## src/rtl/vram_pkg.sv

```systemverilog
// vram_pkg: shared constants, state encodings and helpers for the VRAM port arbiter
package vram_pkg;
  localparam int NUM_REQ = 3;
  localparam int DEF_ADDR_W = 12;
  localparam int DEF_DATA_W = 8;
  localparam logic [1:0] REQ_DISP = 2'd0;
  localparam logic [1:0] REQ_PAINT = 2'd1;
  localparam logic [1:0] REQ_CURS = 2'd2;
  typedef enum logic {IDLE, OWN} arb_state_t;
  function automatic logic [NUM_REQ-1:0] req_onehot(input logic [1:0] idx);
    return {{(NUM_REQ-1){1'b0}}, 1'b1} << idx;
  endfunction
endpackage

```

## src/rtl/rr_pick2.sv

```systemverilog
// rr_pick2: round-robin chooser between the paint engine and the cursor overlay
module rr_pick2 (
  input  logic [1:0] req,
  input  logic       ptr,
  output logic       pick
);
  // req[0]=R1, req[1]=R2; ptr=1 gives R2 priority; pick=1 selects R2
  always_comb pick = ptr ? req[1] : (req[1] && !req[0]);
endmodule

```

## src/rtl/vram_port_arbiter.sv

```systemverilog
// vram_port_arbiter: shares the single-port paint VRAM between display, paint and cursor requesters
module vram_port_arbiter
  import vram_pkg::*;
#(
  parameter int ADDR_W = DEF_ADDR_W,
  parameter int DATA_W = DEF_DATA_W,
  parameter int MAX_BURST = 8
) (
  input  logic                      clk,
  input  logic                      rst,
  input  logic [NUM_REQ-1:0]        req,
  input  logic [NUM_REQ-1:0]        we,
  input  logic [NUM_REQ*ADDR_W-1:0] addr,
  input  logic [NUM_REQ*DATA_W-1:0] wdata,
  output logic [NUM_REQ-1:0]        gnt,
  output logic [NUM_REQ-1:0]        rvalid,
  output logic [DATA_W-1:0]         rdata,
  output logic [ADDR_W-1:0]         mem_addr,
  output logic                      mem_we,
  output logic [DATA_W-1:0]         mem_wdata,
  input  logic [DATA_W-1:0]         mem_rdata
);
  localparam int CNT_W = $clog2(MAX_BURST + 1);
  arb_state_t state;
  logic [1:0] sel, win;
  logic [CNT_W-1:0] burst_cnt;
  logic rr_ptr;
  logic [NUM_REQ-1:0] own_mask, others, cand;
  logic own_req, keep, rr_pick;

  rr_pick2 u_rr (.req(cand[2:1]), .ptr(rr_ptr), .pick(rr_pick));

  // next winner: keep the owner within its burst budget unless R0 pre-empts, else re-arbitrate excluding the owner
  always_comb begin
    own_mask = (state == OWN) ? req_onehot(sel) : '0;
    others = req & ~own_mask;
    own_req = |(req & own_mask);
    keep = own_req && (burst_cnt < CNT_W'(MAX_BURST) || others == '0) && !(sel != REQ_DISP && req[REQ_DISP]);
    cand = (others != '0) ? others : req;
    win = keep ? sel : cand[REQ_DISP] ? REQ_DISP : rr_pick ? REQ_CURS : REQ_PAINT;
  end

  // arbiter FSM with registered grant, VRAM access and read-return flags
  always_ff @(posedge clk) begin
    if (!rst) begin
      state <= IDLE;
      sel <= REQ_DISP;
      burst_cnt <= '0;
      rr_ptr <= 1'b0;
      gnt <= '0;
      rvalid <= '0;
      mem_addr <= '0;
      mem_we <= 1'b0;
      mem_wdata <= '0;
    end else begin
      rvalid <= mem_we ? '0 : gnt;
      if (state == OWN && sel != REQ_DISP && !keep) rr_ptr <= (sel == REQ_PAINT);
      if (req == '0) begin
        state <= IDLE;
        burst_cnt <= '0;
        gnt <= '0;
        mem_we <= 1'b0;
      end else begin
        state <= OWN;
        sel <= win;
        burst_cnt <= keep ? burst_cnt + CNT_W'(burst_cnt != CNT_W'(MAX_BURST)) : CNT_W'(1);
        gnt <= req_onehot(win);
        mem_addr <= addr[win*ADDR_W +: ADDR_W];
        mem_we <= we[win];
        mem_wdata <= wdata[win*DATA_W +: DATA_W];
      end
    end
  end

  // read data is only meaningful alongside rvalid, so it is held at zero otherwise
  always_comb rdata = (rvalid != '0) ? mem_rdata : '0;
endmodule
```

## config.mk

```make
export PLATFORM = sky130hd
export DESIGN_NAME = vram_port_arbiter
export DESIGN_NICKNAME = d
export VERILOG_FILES = /design/src/rtl/vram_pkg.sv /design/src/rtl/rr_pick2.sv /design/src/rtl/vram_port_arbiter.sv
export SDC_FILE = /design/constraint.sdc
export NUM_CORES = 1
export LEC_CHECK = 0
export ABC_CLOCK_PERIOD_IN_PS = 2900
export CORE_MARGIN = 5
export CORE_UTILIZATION = 67
export DETAILED_ROUTE_END_ITERATION = 16
export DONT_BUFFER_PORTS = 1
export MAX_ROUTING_LAYER = met4
export PLACE_DENSITY = 0.83
export SYNTH_ARGS = -nofsm -noshare
export SYNTH_HDL_FRONTEND = slang
export SYNTH_SLANG_ARGS = --single-unit
```

## constraint.sdc

```tcl
create_clock -name clk -period 2.9 [get_ports clk]
set_input_delay 0.58 -clock clk [delete_from_list [all_inputs] [get_ports clk]]
set_output_delay 0.58 -clock clk [all_outputs]
set_load 0.02 [all_outputs]
```

== Word level (Yosys, flattened, before mapping) ==
Index checks and enable logic that the tools add are counted.

* Output and inout port bits: 35
* Word-level logic and storage cells: 55
* Register bits: 35
* Input port bits: 76

* $mul: 1
* Equal/unequal tests: 2
* Magnitude comparators: 2
* $add $sub $neg: 1
* Muxes and demuxes: 11
* Shift operators: 4
* Reduce and logical (&&, ||, !) cells: 19
* Bitwise operators: 5

{| class="wikitable"
|+ Operator list
! operator !! count
|-
| variable part select 36 x 7 -> 12 bit || 1
|-
| variable part select 24 x 6 -> 8 bit || 1
|-
| 2-to-1 mux 8 bit || 1
|-
| AND 3 bit || 2
|-
| logical AND 1 bit || 6
|-
| logical NOT 3 bit || 2
|-
| 2-to-1 mux 2 bit || 3
|-
| 2-to-1 mux 3 bit || 2
|-
| nonzero test 3 bit || 2
|-
| OR reduction 3 bit || 2
|-
| left shift 1 x 2 -> 3 bit (first input constant) || 2
|-
| adder 4 x 1 -> 4 bit || 1
|-
| < comparator 4 bit (second input constant) || 1
|-
| multiplier 2 x 2 -> 4 bit (second input constant) || 1
|-
| 2-to-1 mux 1 bit || 4
|-
| inequality test 4 bit (second input constant) || 1
|-
| OR reduction 2 bit || 2
|-
| logical NOT 1 bit || 3
|-
| < comparator 2 x 3 -> 1 bit (second input constant) || 1
|-
| inverter 3 bit || 1
|-
| binary-select mux 1 bit (select 2 bit) || 1
|-
| == test 2 x 1 -> 1 bit (second input constant) || 1
|-
| inverter 1 bit || 2
|-
| nonzero test 2 bit || 1
|-
| logical OR 1 bit || 1
|}

== Depth between registers and ports, before layout ==
* Depth in word-level cells: 14
* Mapped depth: 8

== Modules after synthesis ==
A second synthesis with hierarchy kept.

* Cells, all modules: 306
* Area, all modules: 2611.3 sq um

{| class="wikitable"
|+ By module, submodules not included
! module !! area each (sq um) !! cells an instance !! instances
|-
| vram_port_arbiter || 2600.0 || 304 || 1
|-
| rr_pick2 || 11.3 || 2 || 1
|}

== Worst setup path before layout ==
OpenSTA, ideal clock, no wires.

* Kind: input port to flip-flop
* Start: in req[0]
* End: reg mem_addr[10]
* Library setup time: 119 ps
* Slack: 852 ps
* Data arrival time: 1929 ps
* Stages on the path: 8
* Required time: 2781 ps
* Cell sequence: and4bb_1 nand2_1 a31oi_1 buf_6 or3_4 buf_6 a221oi_2 o21ai_1

* Cells in the longest elaborated chain, start to end: 11
* Elaborated cells on any way between the ends: 20
* Classes of those cells: mul (1); shift (1); mux (5); bitwise (2); reduce/logical (11)

{| class="wikitable"
|+ Ends and longest elaborated chain
! what !! line !! RTL
|-
| from (decl) || vram_port_arbiter.sv:11 || <nowiki>input logic [NUM_REQ-1:0] req,</nowiki>
|-
| AND 3 bit || vram_port_arbiter.sv:36 || <nowiki>others = req & ~own_mask;</nowiki>
|-
| nonzero test 3 bit || vram_port_arbiter.sv:39 || <nowiki>cand = (others != '0) ? others : req;</nowiki>
|-
| 2-to-1 mux 3 bit || vram_port_arbiter.sv:39 ||
|-
| logical NOT 1 bit || rr_pick2.sv:8 || <nowiki>always_comb pick = ptr ? req[1] : (req[1] && !req[0]);</nowiki>
|-
| logical AND 1 bit || rr_pick2.sv:8 ||
|-
| 2-to-1 mux 1 bit || rr_pick2.sv:8 ||
|-
| 2-to-1 mux 2 bit (3 in a row) || vram_port_arbiter.sv:40 || <nowiki>win = keep ? sel : cand[REQ_DISP] ? REQ_DISP : rr_pick ? REQ_CURS : REQ_PAINT;</nowiki>
|-
| multiplier 2 x 2 -> 4 bit || vram_port_arbiter.sv:68 || <nowiki>mem_addr <= addr[win*ADDR_W +: ADDR_W];</nowiki>
|-
| variable part select 36 x 7 -> 12 bit || vram_port_arbiter.sv:68 ||
|-
| to (signal assigned) || vram_port_arbiter.sv:68 ||
|-
| to (decl) || vram_port_arbiter.sv:18 || <nowiki>output logic [ADDR_W-1:0] mem_addr,</nowiki>
|}

Parallel ways exist; a longest one is shown, timed or not.
A chain may end at the register's enable or synchronous reset.

== Final worst setup path ==
* Start: reg sel[1]
* End: reg mem_addr[5]

* Cells in the longest elaborated chain, start to end: 14
* Elaborated cells on any way between the ends: 23
* Classes of those cells: mul (1); shift (2); mux (6); bitwise (3); reduce/logical (11)

{| class="wikitable"
|+ Ends and longest elaborated chain
! what !! line !! RTL
|-
| from (decl) || vram_port_arbiter.sv:25 || <nowiki>logic [1:0] sel, win;</nowiki>
|-
| from (signal assigned) || vram_port_arbiter.sv:65 || <nowiki>sel <= win;</nowiki>
|-
| left shift 1 x 2 -> 3 bit || vram_pkg.sv:11 || <nowiki>return {{(NUM_REQ-1){1'b0}}, 1'b1} << idx;</nowiki>
|-
| 2-to-1 mux 3 bit || vram_port_arbiter.sv:35 || <nowiki>own_mask = (state == OWN) ? req_onehot(sel) : '0;</nowiki>
|-
| inverter 3 bit || vram_port_arbiter.sv:36 ||
|-
| AND 3 bit || vram_port_arbiter.sv:36 ||
|-
| nonzero test 3 bit || vram_port_arbiter.sv:39 ||
|-
| 2-to-1 mux 3 bit || vram_port_arbiter.sv:39 ||
|-
| logical NOT 1 bit || rr_pick2.sv:8 ||
|-
| logical AND 1 bit || rr_pick2.sv:8 ||
|-
| 2-to-1 mux 1 bit || rr_pick2.sv:8 ||
|-
| 2-to-1 mux 2 bit (2 in a row) || vram_port_arbiter.sv:40 ||
|-
| 2-to-1 mux 2 bit * || vram_port_arbiter.sv:40 ||
|-
| multiplier 2 x 2 -> 4 bit * || vram_port_arbiter.sv:68 ||
|-
| variable part select 36 x 7 -> 12 bit * || vram_port_arbiter.sv:68 ||
|}

Mark *: on every way between the ends. The rest lies on a longest branch, timed or not.

==> flow_summary.json <==
{
  "report.final.slew_viol_count": 0,
  "setup-tns-final_ns": 0,
  "track_usage_pct": 25.7,
  "path_delay_family": "multiplexers",
  "root_buffer": "clkbuf_4",
  "critPathArrivalTime_ns": 2.56,
  "htreeDepth": 2,
  "final_nets": 300,
  "die_h_um": 64.2,
  "cts_buffer_depth": 2,
  "synthToLayoutAreaGrowth_pct": 3.24,
  "grt_pass1_vias": 1738,
  "fin_crit_ns": 2.29,
  "final_common_cell": "dfxtp_1",
  "syn_inst": 224,
  "tritoncts": "done",
  "wl_per_cell_um": 20.3,
  "insertedDiodeCount": 0,
  "antenna_found_initial": 0,
  "yosysWarnings": 0,
  "initialDrtViolationCount": 73,
  "ys_ff_latch": 35,
  "crit_buf_inv": 2,
  "vias": 1678,
  "cpMostUsedCell": "buf_4",
  "clkLatencyLatePin_ns": 0.34,
  "path_class": "reg2reg",
  "cp-start-kind": "flip-flop",
  "synth_seq_area_share_pct": 35.6,
  "port_buffers": 0,
  "drive_above_1_share_pct": 16.2,
  "hp-start": "rst",
  "grt_overflow": 0,
  "drcViolationCount": 0,
  "critPathRequiredTime_ns": 3.18,
  "die_x_um": 64.2,
  "power_density_nw_per_um2": 607,
  "die-area_um2": 4120,
  "initial_core_util_pct": 70.8,
  "rrSetupSlack_ns": 0.61,
  "critical_path.max_stage_delay_ns": 0.61,
  "syn_area_per_cell_um2": 8.79,
  "ir_drop_mv": 0.524,
  "r2r-start": "sel[1]",
  "critPathSlowestCell": "mux2i_4",
  "outcome": "finished clean",
  "grt_first_pass_wirelength_um": 8140,
  "synth_area_um2": 1970,
  "syn_nets": 303,
  "cp_max_fo": 14,
  "period_share_pct": 78.8,
  "p_leak_uw": 0.000731,
  "drt.antenna.violating_nets": 0,
  "setup_viol": 0,
  "cap_violations": 0,
  "postCtsSetupRepairBufs": 0,
  "dp.cells": 245,
  "worst_pin_slew_ns": 0.761,
  "fill_cells": 211,
  "finalHoldViolations": 0,
  "crit_path_start": "sel[1]",
  "wl_um": 5130,
  "slew_headroom_pct": 49.3,
  "postCtsResizedCells": 0,
  "clock.fmax_mhz": 438,
  "cts_made_buffers": 5,
  "hold_path_class": "in2reg",
  "rsz0062_at_grt": "no",
  "numClockSinks": 35,
  "hpwl_um": 3850,
  "layoutNonFillerInstCount": 253,
  "first_pass_iters": 4,
  "grt_max_degree": 26,
  "crit_chain": "and4bb_1 > nand2_1 > a31oi_1 > buf_4 > mux2i_4 > buf_4 > a221oi_2 > o21ai_1",
  "postCtsHoldBufs": 0,
  "core_um2": 2780,
  "rows": 19,
  "clk_pin_slew_ns": 0.10,
  "layout_common_cells": "dfxtp_1 (35), nand2_1 (25), and2_1 (24)",
  "cp-end-kind": "flip-flop",
  "via_per_inst": 6.63,
  "ys_types": 35,
  "io_pins": 111,
  "skew_ns": 0.00451,
  "gp_congestion": 0.762
}
cell usage after synthesis:
cell type / count / area share, %
a21o_1: 1 / 0.38
a21oi_1: 6 / 1.5
a221oi_2: 19 / 14
a22oi_1: 1 / 0.38
a311oi_1: 1 / 0.44
a31oi_1: 1 / 0.32
and2_1: 24 / 7.6
and3_1: 4 / 1.3
and4bb_1: 1 / 0.64
buf_2: 3 / 0.76
buf_4: 1 / 0.38
buf_6: 4 / 2.3
clkbuf_1: 7 / 1.3
dfxtp_1: 35 / 36
ha_1: 3 / 1.9
inv_1: 7 / 1.3
mux2_2: 1 / 0.57
mux2i_1: 4 / 2.0
nand2_1: 25 / 4.8
nand2b_1: 3 / 0.95
nand3_1: 2 / 0.51
nand3b_1: 1 / 0.38
nand4_1: 2 / 0.64
nor2_1: 9 / 1.7
nor2b_1: 8 / 2.5
nor3_1: 2 / 0.51
o211ai_1: 2 / 0.76
o21ai_0: 22 / 5.6
o21ai_1: 19 / 4.8
o221a_2: 1 / 0.57
o31a_1: 1 / 0.44
o31ai_4: 1 / 1.1
or3_4: 1 / 0.57
xnor2_1: 1 / 0.44
xor2_1: 1 / 0.44
cells by family (layout without fill, tap and decap cells):
| group | count (synthesis) | after routing | synth area share (%) |
|---|---|---|---|
| simple gates | 82 | 82 | 22.1 |
| compound gates | 75 | 75 | 30.8 |
| flops | 35 | 35 | 35.6 |
| buf+inv | 22 | 20 | 6.10 |
| mux | 5 | 5 | 2.60 |
| fa+ha+maj | 3 | 3 | 1.91 |
| xor+xnor | 2 | 2 | 0.890 |
registers in the layout, summed over array words and instances, names as in the netlist:
register / cells
state: 1
sel: 2
mem_addr: 12
gnt: 3
rvalid: 3
rr_ptr: 1
burst_cnt: 4
mem_we: 1
mem_wdata: 8
routing by layer:
metal  vias up  track usage [%]  routed length (um)
li1        798                -                   -
met1       783             26.0                1870
met2        83             46.5                2710
met3        14             6.30                 424
met4         0             10.9                 121
met5         -                -                   0
power breakdown:
part | internal (uW) | switching, uW | leakage, uW
Combinational | 121 | 175 | 0.000403
Sequential | 535 | 98.2 | 0.000289
Clock | 143 | 163 | 0.0000386
through the flow:
stage	cell area, um^2	total power, uW	util [%]	setup slack (ns)	hold WS [ns]
after floorplan	1970	891	-	0.852	0.467
after global placement	1960	923	70.6	0.578	0.491
after detailed placement	1960	943	70.6	0.460	0.509
after CTS	2030	1240	73.1	0.611	0.371
after global routing	2030	1290	73.1	0.414	0.359
final	2030	1230	73.1	0.614	0.378
area by class of cell:
class	instances	area (um^2)	share of cell area (%)
well taps	31	38.8	1.91
repair buffers	5	37.5	1.85
clock buffers	8	68.8	3.38
flip-flops and latches	35	701	34.5
multi-input cells	167	1160	57.1
inverters	7	26.3	1.29
path summary, 6_finish.rpt:
path | endpoint | cells past startpoint
worst max-delay path | mem_addr[5] | 8
worst max register to register | mem_addr[5] | 8
worst min-delay path | sel[0] | 1
worst min register to register | rr_ptr | 2
Power figures use the tool's default switching activity.
